### config.mk
export PLATFORM = sky130hd
export DESIGN_NAME = arbitro_lock
export DESIGN_NICKNAME = d
export VERILOG_FILES = /design/src/rtl/arbitro_lock.sv
export SDC_FILE = /design/constraint.sdc
export NUM_CORES = 1
export LEC_CHECK = 0
export CAP_MARGIN = 15
export CORE_AREA = 2 2 39 41
export DETAILED_ROUTE_END_ITERATION = 8
export DIE_AREA = 0 0 41 43
export HOLD_SLACK_MARGIN = 0.1
export PLACE_DENSITY = 0.65
export SKIP_CTS_REPAIR_TIMING = 1
export SLEW_MARGIN = 0
export SYNTH_ARGS = -nofsm -noshare
export SYNTH_HDL_FRONTEND = slang
export SYNTH_SLANG_ARGS = --single-unit
### constraint.sdc
create_clock -name clk -period 4.55 [get_ports clk]
set_clock_uncertainty 0.1 [all_clocks]
set_input_delay 0.91 -clock clk [delete_from_list [all_inputs] [get_ports clk]]
set_output_delay 0.91 -clock clk [all_outputs]
set_load 0.01 [all_outputs]
### src/rtl/arbitro_lock.sv
// arbitro_lock: registered bus-ownership stage behind the arbitro arbiter.
// Define ARBITRO_LOCK_TIMEOUT_EN to bound tenure to MAX_TENURE cycles.
module arbitro_lock #(
  parameter int MAX_TENURE = 8
) (
  input  logic       clk,
  input  logic       rst,
  input  logic [3:0] req,
  input  logic [1:0] grant_num,
  input  logic       available,
  output logic [3:0] owner_grant,
  output logic [1:0] owner_num,
  output logic       busy,
  output logic       timeout,
  output logic [3:0] req_mask
);

  typedef enum logic [1:0] {
    IDLE    = 2'd0,
    OWN     = 2'd1,
    RELEASE = 2'd2
  } state_t;

  state_t     state;
  state_t     state_nxt;
  logic [3:0] grant_nxt;
  logic [1:0] num_nxt;
  logic       busy_nxt;
  logic       owner_req;
  logic       expire;

  assign owner_req = req[owner_num];

`ifdef ARBITRO_LOCK_TIMEOUT_EN
  localparam int CW = (MAX_TENURE > 1) ? $clog2(MAX_TENURE) : 1;

  logic [CW-1:0] cnt;
  logic [CW-1:0] cnt_nxt;
  logic          tmo_nxt;
  logic [3:0]    mask_nxt;

  assign expire = (cnt == CW'(MAX_TENURE - 1));
`else
  assign expire   = 1'b0;
  assign timeout  = 1'b0;
  assign req_mask = 4'b0000;
`endif

  always_ff @(posedge clk) begin
    if (rst) state <= IDLE;
    else     state <= state_nxt;
  end

  always_comb begin
    state_nxt = state;
    unique case (state)
      IDLE:    if (available) state_nxt = OWN;
      OWN:     if (!owner_req || expire) state_nxt = RELEASE;
      RELEASE: state_nxt = IDLE;
      default: state_nxt = IDLE;
    endcase
  end

  // Next values of the registered outputs; a request drop outranks expiry.
  always_comb begin
    grant_nxt = owner_grant;
    num_nxt   = owner_num;
    busy_nxt  = busy;
`ifdef ARBITRO_LOCK_TIMEOUT_EN
    cnt_nxt   = cnt;
    tmo_nxt   = 1'b0;
    mask_nxt  = req_mask;
`endif
    unique case (state)
      IDLE: begin
`ifdef ARBITRO_LOCK_TIMEOUT_EN
        cnt_nxt  = '0;
        mask_nxt = 4'b0000;
`endif
        if (available) begin
          num_nxt   = grant_num;
          grant_nxt = 4'b0001 << grant_num;
          busy_nxt  = 1'b1;
        end
      end
      OWN: begin
        if (!owner_req || expire) begin
          busy_nxt  = 1'b0;
          grant_nxt = 4'b0000;
`ifdef ARBITRO_LOCK_TIMEOUT_EN
          if (owner_req) begin
            tmo_nxt  = 1'b1;
            mask_nxt = owner_grant;
          end
`endif
        end else begin
`ifdef ARBITRO_LOCK_TIMEOUT_EN
          cnt_nxt = cnt + 1'b1;
`endif
        end
      end
      default: begin
        busy_nxt  = 1'b0;
        grant_nxt = 4'b0000;
      end
    endcase
  end

  always_ff @(posedge clk) begin
    if (rst) begin
      owner_grant <= 4'b0000;
      owner_num   <= 2'd0;
      busy        <= 1'b0;
    end else begin
      owner_grant <= grant_nxt;
      owner_num   <= num_nxt;
      busy        <= busy_nxt;
    end
  end

`ifdef ARBITRO_LOCK_TIMEOUT_EN
  always_ff @(posedge clk) begin
    if (rst) begin
      cnt      <= '0;
      timeout  <= 1'b0;
      req_mask <= 4'b0000;
    end else begin
      cnt      <= cnt_nxt;
      timeout  <= tmo_nxt;
      req_mask <= mask_nxt;
    end
  end
`endif

endmodule

==> results of run 1 <==
-- worst max-delay path by stage --
| stage | start | endpoint | slack [ns] | depth (start not counted) |
|---|---|---|---|---|
| floorplan | req[3] | owner_grant[3] | 2.50 | 3 |
| global placement | req[3] | owner_grant[3] | 2.04 | 4 |
| detailed placement | req[3] | owner_grant[3] | 2.03 | 4 |
| CTS | busy | busy | 2.27 | 1 |
| global route | busy | busy | 2.21 | 1 |
| finish | busy | busy | 2.27 | 1 |
-- registers in the layout (all words and copies together), names as in the netlist --
signal and count:
owner_grant 4, owner_num 2, busy 1, state 1
-- cells in the final DEF, fill, tap and decap left out, types with 2 or more instances in the layout --
master           count
nor2_1               5
conb_1               5
clkbuf_4             3
dfxtp_1              8
nand2_1              3
mux2i_1              2
clkdlybuf4s50_1     15
-- per-layer routing --
layer	share of wire [%]	track usage, %	up-vias
li1	-	-	157
met1	42	11.8	148
met2	47	13.1	13
met3	7.7	3.14	2
met4	2.7	8.00	0
met5	0	0	-
-- through the flow --
step / util, % / power, mW / cell area (µm²) / hold WS [ns]
after floorplan: - / 0.0980 / 375 / 0.388
after global placement: 36.7 / 0.113 / 508 / 0.355
after detailed placement: 36.7 / 0.113 / 508 / 0.362
after CTS: 38.3 / 0.167 / 531 / 0.375
after global routing: 38.3 / 0.174 / 531 / 0.385
final: 38.3 / 0.166 / 531 / 0.373
-- cells in the mapped netlist (all sizes together) --
library cell and n:
a31o 1, nand3 1, mux2i 2, o2bb2ai 1
a21o 1, nor3b 1, nor3 1, or4b 1
a22o 1, nor2 5, a32o 1, buf 5
mux4 1, nor4b 1, nor4 1, conb 1
dfxtp 8, nand2 3
-- cell type report --
type | count | share of cell area, %
multi-input cells | 27 | 33.5
well taps | 16 | 3.77
repair buffers | 15 | 28.3
flip-flops and latches | 8 | 30.2
clock buffers | 3 | 4.25
-- report_power, final --
part	switching (mW)	internal (mW)	leakage, nW
sequential	0.00426	0.0744	0.0654
clock	0.0240	0.0302	0.0138
combinational	0.0138	0.0192	0.133
total	0.0421	0.124	0.212
-- cell families after synthesis --
kind of cell / Yosys count / synth area share [%]
AND/OR/NAND/NOR: 14 / 20.1
flip-flops: 8 / 44.4
AO/OA/AOI/OAI: 5 / 12.2
buffers and inverters: 5 / 10.4
multiplexers: 3 / 11.8
other: 1 / 1.04
==> results.py, run 1 <==
metrics = {
    "synth": {
        "yosys_warnings": 0,
        "syn_avg_cell_area_um2": 10.0,
        "synth_top_area_share_pct": 44.4,
        "synth.ff_latch_count": 8,
        "seq_area_frac_synth_pct": 44.4,
        "synth_cell_types": 18,
        "yosysTopAreaCell": "dfxtp_1",
        "synth_area_leaders": "dfxtp_1 44%, buf_4 10%, mux4_2 6.3%, mux2i_1 5.6%, nor2_1 5.2%",
        "synthesis.area_um2": 360,
        "syn-instance-count": 36,
    },
    "grt": {
        "groute.usage.overall_pct": 9.69,
        "overflow": 0,
        "grt_max_degree": 9,
        "antenna_found_initial": 0,
        "grt_pass1_wl_um": 1130,
        "grt_pass1_vias": 286,
    },
    "setup_path": {
        "cp_num_buf_inv": 1,
        "worst_ep_arrival_time_ns": 1.27,
        "r2r-end": "owner_grant[3]",
        "crit_path_start_kind": "flip-flop",
        "r2r_start": "owner_num[0]",
        "cp_top_family": "buffers and inverters",
        "crit_path_max_fanout": 8,
        "critPathRequiredTime_ns": 3.54,
        "worstSetupPathType": "flip-flop to output pin",
        "crit_chain": "clkdlybuf4s50_1",
        "critPathSlowestCell": "clkdlybuf4s50_1",
        "critPathCaptureType": "output pin",
        "reg2regPathDepth": 3,
        "rrSetupSlack_ns": 2.92,
        "max_stage_delay_ns": 0.58,
    },
    "clocking": {
        "clock_latency_ns": 0.25,
        "clk_path_buf_depth": 2,
        "cts_tree": "built",
        "clock_sinks": 8,
        "cts_buffers": 3,
        "cts.clk_slew.worst_paths_ns": 0.05,
        "clock_tree.root_cell": "clkbuf_4",
        "htreeDepth": 1,
    },
    "detailed_routing": {
        "drc": 0,
        "wl_per_cell_um": 10.9,
        "route.detailed.vias_per_inst": 4.64,
        "drtIter0Drc": 6,
        "vias": 320,
        "dr.pass1.iters": 4,
        "finalWirelength_um": 749,
        "antenna_left": 0,
    },
    "placed_design": {
        "gp_congestion": 0.737,
        "port_buffers": 15,
        "dp_slack_ns": 2.03,
        "dp.cells": 66,
        "dp_hpwl_um": 575,
    },
    "final_layout": {
        "fillers": 142,
        "multiInputGateArea_um2": 178,
        "final_nets": 64,
        "drive_gt1_share_pct": 9.43,
        "area_growth_pct": 47.2,
        "instances_no_fill": 69,
        "seqCellArea_um2": 160,
        "n_antenna_cell": 0,
    },
    "sta": {
        "timing.final.crit_share_pct": 50.2,
        "min_period_ns": 2.28,
        "setup_slack_ns": 2.27,
        "drv_slew": 0,
        "fmax_ghz": 0.438,
        "finalHoldViolCount": 0,
        "grt_setup_unrepaired": "no",
        "setup_viol": 0,
        "fin_setup_tns_ns": 0,
    },
    "flow_run": {
        "cap_violations": 0,
    },
    "power_and_ir_drop": {
        "ir_drop_mv": 0.112,
        "power_density_mw_per_mm2": 313,
        "p_leak_nw": 0.212,
    },
    "run_status": {
        "status": "finished clean",
    },
    "floorplanning": {
        "die_h_um": 43,
        "initial_core_util_pct": 26.0,
        "io_pins": 21,
        "fp.dieArea_mm2": 0.00176,
        "die_width_um": 41,
        "core_mm2": 0.00138,
        "placementRows": 14,
    },
    "min_path": {
        "worst_hold_path.num_cells": 1,
        "holdCritPathClass": "flip-flop to flip-flop",
        "min_to": "owner_grant[1]",
        "timing.hold.worst.start": "owner_grant[1]",
    },
}
Power figures use the tool's default switching activity.
==> run 2: changes to the inputs <==
--- a/config.mk
+++ b/config.mk
@@ -10,7 +10,7 @@
 export DETAILED_ROUTE_END_ITERATION = 8
 export DIE_AREA = 0 0 41 43
 export HOLD_SLACK_MARGIN = 0.1
-export PLACE_DENSITY = 0.65
+export PLACE_DENSITY = 0.67
 export SKIP_CTS_REPAIR_TIMING = 1
 export SLEW_MARGIN = 0
 export SYNTH_ARGS = -nofsm -noshare
==> constraint.sdc (replaced) <==
create_clock -name clk -period 1.8 [get_ports clk]
set_clock_uncertainty 0.1 [all_clocks]
set_input_delay 0.36 -clock clk [delete_from_list [all_inputs] [get_ports clk]]
set_output_delay 0.36 -clock clk [all_outputs]
set_load 0.01 [all_outputs]
==> results.py, run 2 (same netlist as run 1, synthesis figures left out) <==
metrics = {
    "run_status": {
        "status": "finished clean",
    },
    "sta": {
        "drv_slew": 0,
        "min_period_ns": 1.72,
        "setup_viol": 0,
        "hold_ws_ns": 0.367,
        "timing.final.crit_share_pct": 95.5,
        "setup_slack_ns": 0.0804,
        "fmax_ghz": 0.582,
        "grt_setup_unrepaired": "no",
        "finalHoldViolCount": 0,
    },
    "detailed_routing": {
        "wl_per_cell_um": 9.92,
        "antenna_left": 0,
        "finalWirelength_um": 724,
        "drtIter0Drc": 3,
        "dr.pass1.iters": 2,
        "vias": 325,
        "route.detailed.vias_per_inst": 4.45,
        "drc": 0,
    },
    "setup_path": {
        "crit_path_start_kind": "flip-flop",
        "critical_path.startpoint": "busy",
        "cp_num_buf_inv": 1,
        "max_stage_delay_ns": 0.58,
        "worst_ep_arrival_time_ns": 1.26,
        "critPathRequiredTime_ns": 1.34,
        "cp-endpoint": "busy",
        "crit_cells": 1,
        "crit_chain": "clkdlybuf4s50_1",
        "crit_path_max_fanout": 8,
        "worstSetupPathType": "flip-flop to output pin",
        "cp_top_family": "buffers and inverters",
        "rrSetupSlack_ns": 0.21,
        "reg2regPathDepth": 3,
        "r2r-end": "owner_grant[3]",
        "critPathSlowestCell": "clkdlybuf4s50_1",
        "critPathCaptureType": "output pin",
        "r2r_start": "owner_num[0]",
    },
    "floorplanning": {
        "die_width_um": 41,
        "fp.dieArea_mm2": 0.00176,
        "core_mm2": 0.00138,
        "initial_core_util_pct": 26.0,
        "placementRows": 14,
        "die_h_um": 43,
        "io_pins": 21,
    },
    "final_layout": {
        "final_cell_mix": "15 x clkdlybuf4s50_1, 8 x dfxtp_1, 5 x nor2_1, 5 x conb_1, 4 x buf_4",
        "final_nets": 68,
        "top_regs": "owner_grant x4, owner_num x2",
        "drive_gt1_share_pct": 15.8,
        "regMostFlops": "owner_grant",
        "n_antenna_cell": 0,
        "final_common_cell": "clkdlybuf4s50_1",
        "area_growth_pct": 55.6,
        "largest_reg_flops": 4,
    },
    "flow_run": {
        "cap_violations": 0,
    },
    "clocking": {
        "clock_sinks": 8,
        "clock_tree.root_cell": "clkbuf_4",
        "clk_path_buf_depth": 2,
        "cts_buffers": 3,
        "cts_tree": "built",
        "clock_latency_ns": 0.25,
        "htreeDepth": 1,
        "cts.clk_slew.worst_paths_ns": 0.06,
    },
    "placed_design": {
        "gp_congestion": 0.738,
        "port_buffers": 15,
        "dp_slack_ns": -0.135,
    },
    "power_and_ir_drop": {
        "p_leak_nw": 0.231,
        "ir_drop_mv": 0.414,
        "power_density_mw_per_mm2": 765,
    },
    "grt": {
        "antenna_found_initial": 0,
        "grt_pass1_vias": 279,
        "grt_max_degree": 9,
        "grt_pass1_wl_um": 1140,
        "overflow": 0,
        "groute.usage.overall_pct": 10.2,
    },
    "min_path": {
        "holdCritPathClass": "flip-flop to flip-flop",
    },
}
## run 2: cell types whose count changed in the layout (fill, tap and decap cells not counted)
cell / change
buf_4: +4
## run 2: cell type report
class / instances / area, µm²
multi-input cells: 27 / 178
repair buffers: 19 / 180
flip-flops and latches: 8 / 160
fillers: 150 / 823
clock buffers: 3 / 22.5
well taps: 16 / 20.0
## run 2: layer usage
layer	up-vias	share of wire (%)	track usage (%)
met2	13	41	12.8
met3	4	7.7	4.71
met1	143	47	11.8
met5	-	0	0
met4	0	3.5	10.0
li1	165	-	-
## run 2: metrics by stage
stage / util, % / std cells / area, µm² / total power [mW] / TNS, ns
5_1_grt: 40.5 / 73 / 561 / 0.457 / 0
3_5_place_dp: 38.9 / 70 / 538 / 0.295 / -0.398
2_1_floorplan: - / 40 / 375 / 0.248 / 0
6_report: 40.5 / 73 / 561 / 0.429 / 0
3_3_place_gp: 38.9 / 70 / 538 / 0.294 / -0.376
4_1_cts: 40.5 / 73 / 561 / 0.435 / 0
## run 2: worst min-delay path by stage
stage / slack [ns] / end / cells after the start / from
3_3_place_gp: 0.36 / owner_grant[0] / 1 / owner_grant[0]
3_5_place_dp: 0.34 / owner_grant[0] / 1 / owner_grant[0]
6_report: 0.37 / owner_grant[0] / 1 / owner_grant[0]
5_1_grt: 0.39 / owner_grant[0] / 1 / owner_grant[0]
4_1_cts: 0.37 / owner_grant[0] / 1 / owner_grant[0]
2_1_floorplan: 0.33 / owner_num[0] / 1 / rst
## run 2: where the power goes
| group | switching, mW | total [mW] | internal, mW |
|---|---|---|---|
| Combinational | 0.0354 | 0.0924 | 0.0570 |
| Sequential | 0.0104 | 0.198 | 0.188 |
| Clock | 0.0619 | 0.138 | 0.0764 |
